[src/rtl/fifo_stream_reader.sv]
// rtl/fifo_stream_reader.sv - drains a syn_fifo into a valid/ready stream with packet framing
// A 3-entry skid buffer absorbs the FIFO's one-cycle read latency so reads never depend on m_ready.
module fifo_stream_reader #(
    parameter int DATA_WIDTH = 8,
    parameter int PKT_LEN    = 16,
    parameter int CNT_WIDTH  = 16
) (
    input  logic                  clk,
    input  logic                  rst,
    input  logic                  enable,
    input  logic                  flush,
    input  logic                  fifo_empty,
    input  logic [DATA_WIDTH-1:0] fifo_data,
    output logic                  fifo_rd_cs,
    output logic                  fifo_rd_en,
    output logic                  m_valid,
    input  logic                  m_ready,
    output logic [DATA_WIDTH-1:0] m_data,
    output logic                  m_last,
    output logic [CNT_WIDTH-1:0]  beat_count,
    output logic                  busy
);

    localparam logic [15:0] LAST_IDX = 16'(PKT_LEN - 1);

    logic [DATA_WIDTH-1:0] buf_mem [0:2];
    logic [1:0]            wr_ptr;
    logic [1:0]            rd_ptr;
    logic [1:0]            occ;
    logic                  inflight;
    logic [15:0]           beat_idx;
    logic                  issue;
    logic                  capture;
    logic                  pop;

    function automatic logic [1:0] next_ptr(input logic [1:0] p);
        return (p == 2'd2) ? 2'd0 : p + 2'd1;
    endfunction

    // Counting in-flight reads against the buffer space guarantees a slot for every returning word.
    assign issue      = enable & ~flush & ~fifo_empty &
                        (({1'b0, occ} + {2'b0, inflight}) < 3'd3);
    assign fifo_rd_en = issue;
    assign fifo_rd_cs = issue;

    assign m_valid = (occ != 2'd0);
    assign m_data  = m_valid ? buf_mem[rd_ptr] : '0;
    assign m_last  = m_valid & (beat_idx == LAST_IDX);
    assign busy    = m_valid | inflight;

    assign capture = inflight & ~flush;
    assign pop     = m_valid & m_ready;

    always_ff @(posedge clk or posedge rst) begin
        if (rst) begin
            for (int i = 0; i < 3; i++) begin
                buf_mem[i] <= '0;
            end
            wr_ptr     <= 2'd0;
            rd_ptr     <= 2'd0;
            occ        <= 2'd0;
            inflight   <= 1'b0;
            beat_idx   <= 16'd0;
            beat_count <= '0;
        end else begin
            inflight <= issue;
            if (pop) begin
                beat_count <= beat_count + CNT_WIDTH'(1);
            end
            if (flush) begin
                wr_ptr   <= 2'd0;
                rd_ptr   <= 2'd0;
                occ      <= 2'd0;
                beat_idx <= 16'd0;
            end else begin
                if (capture) begin
                    buf_mem[wr_ptr] <= fifo_data;
                    wr_ptr          <= next_ptr(wr_ptr);
                end
                if (pop) begin
                    rd_ptr   <= next_ptr(rd_ptr);
                    beat_idx <= (beat_idx == LAST_IDX) ? 16'd0 : beat_idx + 16'd1;
                end
                case ({capture, pop})
                    2'b10:   occ <= occ + 2'd1;
                    2'b01:   occ <= occ - 2'd1;
                    default: occ <= occ;
                endcase
            end
        end
    end

endmodule

[config.mk]
export PLATFORM = sky130hd
export DESIGN_NAME = fifo_stream_reader
export DESIGN_NICKNAME = d
export VERILOG_FILES = /design/src/rtl/fifo_stream_reader.sv
export SDC_FILE = /design/constraint.sdc
export NUM_CORES = 1
export LEC_CHECK = 0
export ABC_AREA = 1
export BUFFER_PORTS_ARGS = -buffer_cell sky130_fd_sc_hd__buf_4
export CAP_MARGIN = 0
export CORE_MARGIN = 5
export CORE_UTILIZATION = 60
export CTS_BUF_LIST = sky130_fd_sc_hd__clkbuf_16
export DETAILED_ROUTE_END_ITERATION = 8
export HOLD_SLACK_MARGIN = 0.03
export PLACE_DENSITY = 0.81
export SLEW_MARGIN = 25
export SYNTH_ARGS = -nofsm -noshare
export SYNTH_HDL_FRONTEND = slang
export SYNTH_SLANG_ARGS = --single-unit
export TNS_END_PERCENT = 100
[constraint.sdc]
create_clock -name clk -period 4.6 [get_ports clk]
set_clock_uncertainty 0.1 [all_clocks]
set_input_delay 0.46 -clock clk [delete_from_list [all_inputs] [get_ports clk]]
set_output_delay 0.46 -clock clk [all_outputs]
set_load 0.01 [all_outputs]
== Word-level counts from Yosys, hierarchy flattened ==
Cells that the tools add are included.
Word-level totals
  memories: 0
  bits in read-only memories: 0
  RAM bits: 0
  output and inout port bits: 29
  input bits: 14
  flip-flop bits (word level): 63
  latch bits: 0
  logic and storage cells: 60
Cells by class
  muxes and demuxes: 18
  multiply operators: 0
  bitwise gates (word level): 11
  magnitude comparators: 4
  divide/modulo/power cells: 0
  add/subtract/negate cells: 7
  reduce and logical (&&, ||, !) cells: 6
  shifts and indexed selects: 0
  eq/ne operators: 5
Operator list (count)
  $mux W16: 3
  $add A16 B1 Y16 const B: 2
  $mux W8: 4
  $bwmux W24: 1
  $bmux W8 S2: 1
  $demux W8 S2: 1
  $eq A16 B4 Y1 const B: 1
  $mux W2: 7
  $add A2 B1 Y2 const B: 3
  $and A1 B1 Y1: 6
  $eq A2 B2 Y1 const B: 3
  $ge A3 B3 Y1 const B: 2
  $not A2 Y3: 2
  $reduce_bool A2 Y1: 3
  $pmux W2 S2: 1
  $add A2 B1 Y3: 1
  $lt A3 B1 Y1 const B: 1
  $lt A3 B2 Y1 const B: 1
  $reduce_bool A3 Y1: 1
  $eq A2 B1 Y1 const B: 1
  $not A1 Y1: 2
  $reduce_and A2 Y1: 1
  $sub A2 B1 Y2 const B: 1
  $logic_and A1 B1 Y1: 1
  $or A1 B1 Y1: 1

== Longest topological paths before layout ==
Gate-level depths: netlist of run 1.
  depth after elaboration: 6
  mapped depth: 9
  mapped depth without buffers: 9

== Worst setup path before layout of run 1 ==
No wires, ideal clock.
  path type: register -> output
  from: register occ[0]
  to: output fifo_rd_en
  cell stages (with the launch flop): 5
  arrival time: 2.035 ns
  buffers on the path: 1
  required time: 4.040 ns
  slack: 2.005 ns
  path through: dfrtp_1 ha_1 ha_1 a2111oi_0 buf_4
On the way
  cells in the longest elaborated chain, start to end: 3
RTL lines
  start, declared: RTL line 29  | logic [1:0] occ;
  start signal, assigned: RTL line 85  | 2'b10: occ <= occ + 2'd1;
  start signal, assigned: RTL line 86  | 2'b01: occ <= occ - 2'd1;
  $add A2 B1 Y3: RTL line 42  | (({1'b0, occ} + {2'b0, inflight}) < 3'd3);
  $lt A3 B2 Y1: RTL line 42
  $and A1 B1 Y1: RTL line 41  | assign issue = enable & ~flush & ~fifo_empty &
  end, declared: RTL line 15  | output logic fifo_rd_en,
Every way passes these cells.

== Worst setup path after layout of run 1 ==
Ends and elaborated chain as after synthesis.

==> results.json, run 1 <==
{
  "status": "finished clean",
  "rr_startpoint": "occ[0]$_DFFE_PP0P_",
  "ys_ff_latch": 63,
  "rsz0062_at_grt": "false",
  "grt_pass1_wl_um": 12600,
  "hpwl_um": 4900,
  "fmax_mhz": 359,
  "worstPathBufferInverterCount": 1,
  "drtAntennaViolNets": 0,
  "die_w_um": 85.0,
  "max_stage_delay_ps": 760,
  "grt_util_all_layers": 0.215,
  "vias": 2863,
  "place_congestion": 0.849,
  "crit_end": "fifo_rd_en",
  "tightest_slew_ps": 822,
  "slew_headroom": 0.438,
  "die_h_um": 85.0,
  "synth_nets": 445,
  "cp_slowest_cell": "a2111oi_0",
  "timing.final.crit_period_ps": 2780,
  "cap_viol_max_count": 0,
  "dpl_worst_slack_ps": 2070,
  "synth_cell_types": 32,
  "syn_inst": 427,
  "period_share": 0.605,
  "dp_cells": 529,
  "reg2reg_depth": 3,
  "instances_no_fill": 546,
  "cts_root_buf": "clkbuf_16",
  "regToRegSetupSlack_ps": 2650,
  "numPortBuffers": 42,
  "ys.warnings.count": 0,
  "avgRoutedWirePerCell_um": 13.1,
  "worstPathMaxFanout": 5,
  "cts_tree": "yes",
  "cts_sinks": 63,
  "critPathTopFamily": "compound AO/OA/AOI/OAI gates",
  "io_pins": 43,
  "setup_violations": 0,
  "critical_path.most_common_cell": "ha_1",
  "h-tree-depth": 3,
  "synth_area_leaders": "dfrtp_1 47%, nand2_1 13%, nand3_1 6.8%",
  "worst_slack_ps": 1820,
  "worstPathArrival_ps": 2220,
  "irDropWorstVdd_uv": 309,
  "drtIter0Drc": 184,
  "cp.depth": 4,
  "yosys.area.top_type": "dfrtp_1",
  "critPathLaunchType": "register",
  "rows": 27,
  "syn_to_final_growth_pct": 18.8,
  "drt-pass1-iter-count": 7,
  "power.leakage_uw": 0.00208,
  "cts_buffer_depth": 2,
  "fp.dieArea_um2": 7230,
  "cts.clk_slew.worst_paths_ps": 50,
  "cp_cell_sequence": "ha_1, ha_1, a2111oi_0, buf_4",
  "remaining_drc_errors": 0,
  "synth_area_um2": 3380,
  "cp-startpoint": "occ[0]$_DFFE_PP0P_",
  "fin_setup_tns_ps": 0,
  "grt_max_degree": 49,
  "syn_area_per_cell_um2": 7.91,
  "worst_setup_path_end_kind": "primary output",
  "powerDensity_nw_per_um2": 405,
  "start_util": 0.617,
  "timing.final.max_slew_violations": 0,
  "synth_top_area_frac": 0.467,
  "layout-drive-gt1-share": 0.171,
  "required_ps": 4040,
  "critPathKind": "register to primary output",
  "drt_wl_total_um": 7140,
  "r2r-end": "inflight$_DFF_PP0_",
  "ys_seq_area_frac": 0.467,
  "insertedDiodeCount": 0,
  "nets": 487,
  "antenna_found_initial": 0,
  "vias_per_cell": 5.24,
  "core_area_um2": 5470,
  "clk_latency_ps": 320,
  "cts_made_buffers": 9,
  "hold_viol_final": 0,
  "grt_overflow_total": 0,
  "grt_pass1_vias": 2797,
  "hold_class": "input port to register"
}
-- through the flow --
stage	hold WS, ps	area, um2	utilization	power (uW)
detailed placement	354	3690	0.674	923
CTS	278	4010	0.733	1630
global placement	342	3690	0.674	911
finish	273	4010	0.733	1620
global route	298	4010	0.733	1700
floorplan	353	3380	-	829
-- cells by family after synthesis --
kind of cell / Yosys count / synth area share
AO/OA/AOI/OAI: 38 / 0.0596
XOR/XNOR: 16 / 0.0415
adder cells (fa/ha/maj): 4 / 0.0148
buffers and inverters: 72 / 0.0952
flip-flops: 63 / 0.467
AND/OR/NAND/NOR: 234 / 0.322
-- cell usage after synthesis --
master and instances:
a21oi_1 2, o21ai_0 32, nor2_4 7, o21ai_1 1, nand2_1 118, nand2_2 3
nand3b_1 1, nor3_1 4, buf_6 2, inv_1 54, buf_8 2, nand3_4 1
nand4_1 9, xnor2_1 5, xor2_1 11, a21oi_2 2, clkbuf_2 2, inv_2 3
dfrtp_1 63, nand3_1 46, buf_4 2, nand3_2 2, nand2_4 3, clkbuf_1 2
buf_2 3, nor4_1 1, clkinv_1 2, nor2_1 35, and2_1 1, nor2_2 3
a2111oi_0 1, ha_1 4
-- cell type report --
cell class | instances | area, um2
Clock inverter | 7 | 87.6
Timing Repair Buffer | 44 | 333
Clock buffer | 9 | 225
Sequential cell | 63 | 1580
Inverter | 59 | 221
Fill cell | 416 | 1460
Tap cell | 72 | 90.1
Multi-Input combinational cell | 292 | 1480
-- state kept, by name (all words and copies together), names as in the netlist --
name and count:
buf_mem 24, beat_count 16, beat_idx 16, occ 2, rd_ptr 2, wr_ptr 2, inflight 1
-- worst min path at each step --
stage,from,end,slack (ps),depth (start not counted)
floorplan,buf_mem[10]$_DFFE_PP0P_,buf_mem[10]$_DFFE_PP0P_,350,2
global placement,rst,buf_mem[9]$_DFFE_PP0P_,340,2
detailed placement,rst,buf_mem[9]$_DFFE_PP0P_,350,2
CTS,fifo_empty,inflight$_DFF_PP0_,280,2
global route,fifo_empty,inflight$_DFF_PP0_,300,2
finish,fifo_empty,inflight$_DFF_PP0_,270,2
-- timing repair --
action | CTS | global route
setup endpoints to repair | 0 | 0
hold buffers | 1 | 0
buffers inserted | 0 | 0
hold endpoints to repair | 15 | 0
gates resized for setup | 0 | 0
-- power by group --
| group | internal (uW) | switching (uW) | leakage, uW |
|---|---|---|---|
| Clock | 469 | 242 | 0.000148 |
| Combinational | 109 | 150 | 0.00109 |
| Sequential | 608 | 45.7 | 0.000839 |
-- layout by cell type, fill, tap and decap left out, drive strengths merged --
master	n
nand2	124
dfrtp	63
inv	57
nand3	49
nor2	45
buf	43
o21ai	33
xor2	11
nand4	9
clkbuf	9
clkinv	6
xnor2	5
nor3	4
ha	4
a21oi	4
bufinv	2
and2	1
a2111oi	1
nor4	1
nand3b	1
clkinvlp	1
dlygate4sd3	1
-- metal layers --
| layer | wire length [um] | track usage | up-vias |
|---|---|---|---|
| met4 | 93 | 0.0734 | 0 |
| met1 | 3160 | 0.278 | 1346 |
| met3 | 415 | 0.0573 | 7 |
| li1 | - | - | 1438 |
| met2 | 3460 | 0.348 | 72 |
| met5 | 0 | 0 | - |
(Power assumes the default switching activity.)
==> inputs of run 2 (changes only) <==
--- a/config.mk
+++ b/config.mk
@@ -9,11 +9,11 @@
 export BUFFER_PORTS_ARGS = -buffer_cell sky130_fd_sc_hd__buf_4
 export CAP_MARGIN = 0
 export CORE_MARGIN = 5
-export CORE_UTILIZATION = 60
+export CORE_UTILIZATION = 58
 export CTS_BUF_LIST = sky130_fd_sc_hd__clkbuf_16
 export DETAILED_ROUTE_END_ITERATION = 8
 export HOLD_SLACK_MARGIN = 0.03
-export PLACE_DENSITY = 0.81
+export PLACE_DENSITY = 0.79
 export SLEW_MARGIN = 25
 export SYNTH_ARGS = -nofsm -noshare
 export SYNTH_HDL_FRONTEND = slang
==> constraint.sdc (replaced) <==
create_clock -name clk -period 2.9 [get_ports clk]
set_clock_uncertainty 0.1 [all_clocks]
set_input_delay 0.29 -clock clk [delete_from_list [all_inputs] [get_ports clk]]
set_output_delay 0.29 -clock clk [all_outputs]
set_load 0.01 [all_outputs]
==> results.json, run 2 (synthesized netlist as in run 1, its figures left out) <==
{
  "drt-pass1-iter-count": 5,
  "fin_setup_tns_ps": 0,
  "rr_startpoint": "occ[0]$_DFFE_PP0P_",
  "cts_root_buf": "clkbuf_16",
  "highest_layer": "met4",
  "setup_violations": 0,
  "routed-wl-met3_um": 401,
  "drtIter0Drc": 146,
  "critPathTopFamily": "compound AO/OA/AOI/OAI gates",
  "cp-startpoint": "occ[0]$_DFFE_PP0P_",
  "required_ps": 2510,
  "met1_length_um": 3100,
  "syn_to_final_growth_pct": 17.6,
  "drtAntennaViolNets": 0,
  "worstPathArrival_ps": 2170,
  "h-tree-depth": 3,
  "timing.final.max_slew_violations": 0,
  "worst_slack_ps": 336,
  "largestRegisters": "buf_mem (24), beat_count (16), beat_idx (16)",
  "critPathKind": "register to primary output",
  "cp_cell_sequence": "ha_1, ha_1, a2111oi_0, buf_4",
  "rows": 27,
  "final_cell_mix": "118 x nand2_1, 63 x dfrtp_1, 55 x inv_1, 46 x nand3_1, 45 x buf_4",
  "fmax_mhz": 390,
  "remaining_drc_errors": 0,
  "hold_viol_final": 0,
  "grt_pass1_wl_um": 12800,
  "critPathLaunchType": "register",
  "largest_reg_flops": 24,
  "core_area_um2": 5570,
  "hold_start": "fifo_empty",
  "hpwl_um": 4970,
  "grt_max_degree": 30,
  "io_pins": 43,
  "cap_viol_max_count": 0,
  "cts_sinks": 63,
  "start_util": 0.606,
  "die_h_um": 86.3,
  "dpl_worst_slack_ps": 708,
  "worstPathBufferInverterCount": 1,
  "grt_pass1_vias": 2747,
  "timing.final.crit_period_ps": 2560,
  "rsz0062_at_grt": "false",
  "antenna_found_initial": 0,
  "fp.dieArea_um2": 7450,
  "top_register": "buf_mem",
  "period_share": 0.884,
  "critical_path.most_common_cell": "ha_1",
  "fill_cells": 467,
  "slew_headroom": 0.484,
  "cp_slowest_cell": "a2111oi_0",
  "drt_wl_total_um": 7310,
  "insertedDiodeCount": 0,
  "worst_setup_path_end_kind": "primary output",
  "grt_util_all_layers": 0.214,
  "cts.clk_slew.worst_paths_ps": 60,
  "nets": 489,
  "status": "finished clean",
  "layout-drive-gt1-share": 0.172,
  "met2_length_um": 3690,
  "die_w_um": 86.3,
  "vias": 2860,
  "clk_latency_ps": 320,
  "irDropWorstVdd_uv": 443,
  "regToRegSetupSlack_ps": 1010,
  "cts_tree": "yes",
  "grt_overflow_total": 0,
  "vias_per_cell": 5.22,
  "tightest_slew_ps": 755,
  "worstPathMaxFanout": 5,
  "hold_class": "input port to register",
  "layout_commonest_cell": "nand2_1",
  "powerDensity_nw_per_um2": 601,
  "cts_made_buffers": 9,
  "numPortBuffers": 42,
  "place_congestion": 0.816,
  "cts_buffer_depth": 2,
  "avgRoutedWirePerCell_um": 13.3,
  "power.leakage_uw": 0.00207,
  "max_stage_delay_ps": 690
}
## run 2: changes by cell type in the layout (fill, tap and decap cells not counted), sizes merged
cell,change
buf,+2
bufinv,-2
inv,+2
## run 2: area by class of cell
| class | instances | area [um2] | share of cell area |
|---|---|---|---|
| clock buffer | 9 | 225 | 0.0567 |
| inverter | 59 | 221 | 0.0557 |
| sequential | 63 | 1580 | 0.397 |
| multi-input combinational | 292 | 1480 | 0.372 |
| clock inverter | 7 | 32.5 | 0.00819 |
| timing repair buffer | 46 | 348 | 0.0875 |
| tap | 72 | 90.1 | 0.0227 |
## run 2: through the flow
step	hold slack (ps)	instance area (um2)	power (uW)	cells	utilization
4_1_cts	73.8	3970	2410	548	0.713
2_1_floorplan	353	3380	1310	427	-
6_report	77.3	3970	2390	548	0.713
3_3_place_gp	222	3710	1450	531	0.665
3_5_place_dp	226	3710	1470	531	0.665
5_1_grt	92.1	3970	2510	548	0.713
## run 2: power by group
group	switching [uW]	internal (uW)	total, uW
clock	374	562	935
sequential	70.9	965	1040
combinational	241	175	417
total	686	1700	2390
## run 2: final timing paths
check                                                  to  cells after the start
worst max-delay path                           fifo_rd_cs                      4
worst min-delay path                   inflight$_DFF_PP0_                      2
worst max register to register         inflight$_DFF_PP0_                      3
worst min register to register    buf_mem[20]$_DFFE_PP0P_                      2
max in group asynchronous         beat_idx[7]$_DFFE_PP0P_                      4
min in group asynchronous       beat_count[1]$_DFFE_PP0P_                      3
## run 2: worst reg2reg max path, stage by stage, from the launching register on
cell and delay [ps]:
dfrtp_1 430, ha_1 220, ha_1 260, a2111oi_0 690
## run 2: repair_timing
| action | in CTS | in global routing |
|---|---|---|
| setup buffers | 0 | 0 |
| hold buffers | 1 | 0 |
| gates resized for setup | 0 | 0 |
| endpoints found under the hold margin | 19 | 0 |
## run 2: per-layer routing
metal	up-vias	GRT usage
met5	-	0
met4	0	0.0779
met3	11	0.0409
met2	74	0.358
met1	1343	0.277
li1	1432	-
==> inputs of run 3 (changes only) <==
==> constraint.sdc (replaced) <==
create_clock -name clk -period 2.8 [get_ports clk]
set_clock_uncertainty 0.1 [all_clocks]
set_input_delay 0.28 -clock clk [delete_from_list [all_inputs] [get_ports clk]]
set_output_delay 0.28 -clock clk [all_outputs]
set_load 0.01 [all_outputs]
==> results.json, run 3 (synthesized netlist as in run 1, its figures left out) <==
{
  "grt_overflow_total": 0,
  "start_util": 0.606,
  "worstPathBufferInverterCount": 1,
  "layout_commonest_cell": "nand2_1",
  "period_share": 0.924,
  "core_area_um2": 5570,
  "layout.area.seq_um2": 1580,
  "fill_cells": 437,
  "hold_buffers": 0,
  "powerDensity_nw_per_um2": 661,
  "layout-drive-gt1-share": 0.176,
  "vias": 2879,
  "critPathKind": "register to primary output",
  "largest_reg_flops": 24,
  "cts_tree": "yes",
  "worstPathMaxFanout": 5,
  "irDropWorstVdd_uv": 409,
  "required_ps": 2420,
  "power.leakage_uw": 0.00208,
  "clk_latency_ps": 320,
  "critPathLaunchType": "register",
  "worst_setup_path_end_kind": "primary output",
  "cp_slowest_cell": "a2111oi_0",
  "fmax_mhz": 386,
  "grt_max_degree": 64,
  "vias_per_cell": 5.29,
  "finish.utilization": 0.717,
  "drt-pass1-iter-count": 5,
  "io_pins": 43,
  "numPortBuffers": 42,
  "cp_cell_sequence": "ha_1, ha_1, a2111oi_0, buf_4",
  "slew_headroom": 0.467,
  "h-tree-depth": 3,
  "fp.dieArea_um2": 7450,
  "die_h_um": 86.3,
  "worstPathArrival_ps": 2210,
  "cts_setup_buffers": 0,
  "timing.final.max_slew_violations": 0,
  "insertedDiodeCount": 0,
  "place_congestion": 0.822,
  "grt_pass1_wl_um": 12300,
  "nets": 487,
  "tightest_slew_ps": 780,
  "drtIter0Drc": 146,
  "cap_viol_max_count": 0,
  "antenna_found_initial": 0,
  "rsz0062_at_grt": "false",
  "cts_resized": 0,
  "largestRegisters": "buf_mem (24), beat_count (16), beat_idx (16)",
  "hold_viol_final": 0,
  "cts_buffer_depth": 2,
  "cts_made_buffers": 9,
  "top_register": "buf_mem",
  "drtAntennaViolNets": 0,
  "status": "finished clean",
  "avgRoutedWirePerCell_um": 13.2,
  "rows": 27,
  "die_w_um": 86.3,
  "drt_wl_total_um": 7160,
  "fin_setup_tns_ps": 0,
  "cts_root_buf": "clkbuf_16",
  "syn_to_final_growth_pct": 18.4,
  "grt_util_all_layers": 0.206,
  "setup_violations": 0,
  "max_stage_delay_ps": 710,
  "grt_pass1_vias": 2736,
  "critPathTopFamily": "compound AO/OA/AOI/OAI gates",
  "cts_sinks": 63,
  "cts.clk_slew.worst_paths_ps": 50,
  "remaining_drc_errors": 0,
  "hold_class": "input port to register",
  "timing.final.crit_period_ps": 2590,
  "final_cell_mix": "118 x nand2_1, 63 x dfrtp_1, 53 x inv_1, 46 x nand3_1, 44 x buf_4",
  "critical_path.most_common_cell": "ha_1",
  "multi_input_area_um2": 1480,
  "hpwl_um": 4810
}
-- run 3: metrics by stage --
stage          cell area, um2  worst slack (ps)  cells  hold slack [ps]  total power [uW]
3_5_place_dp             3700               589    530              374              1520
6_report                 4000               212    544             76.3              2640
2_1_floorplan            3380               385    427              348              1360
4_1_cts                  4000               234    544             67.2              2670
5_1_grt                  4000               133    544             78.2              2770
3_3_place_gp             3700               674    530              368              1500
-- run 3: final cells by class --
class | count | area share
multi-input combinational | 292 | 0.370
timing repair buffer | 44 | 0.0826
clock inverter | 5 | 0.0188
tap | 72 | 0.0225
clock buffer | 9 | 0.0563
sequential | 63 | 0.394
inverter | 59 | 0.0554
-- run 3: worst paths after layout --
| path | start | endpoint | slack [ps] | cells after the start |
|---|---|---|---|---|
| min in group asynchronous | rst | beat_count[11]$_DFFE_PP0P_ | 100 | 3 |
| max in group asynchronous | rst | beat_idx[14]$_DFFE_PP0P_ | 1990 | 3 |
| hold reg to reg | buf_mem[15]$_DFFE_PP0P_ | buf_mem[15]$_DFFE_PP0P_ | 390 | 2 |
| setup reg to reg | occ[0]$_DFFE_PP0P_ | inflight$_DFF_PP0_ | 880 | 3 |
| setup / recovery | occ[0]$_DFFE_PP0P_ | fifo_rd_en | 210 | 4 |
| hold / removal | fifo_empty | inflight$_DFF_PP0_ | 80 | 2 |
-- run 3: power breakdown --
group	internal [uW]	total (uW)	leakage, uW	switching, uW
Clock	763	1140	0.000151	379
Sequential	1000	1070	0.000839	73.9
Combinational	179	429	0.00109	250
Total	1940	2640	0.00208	702
-- run 3: routing by layer --
| layer | wire length (um) | global-route usage |
|---|---|---|
| met4 | 112 | 0.0765 |
| met5 | 0 | 0 |
| met3 | 386 | 0.0352 |
| met1 | 3070 | 0.262 |
| met2 | 3580 | 0.351 |
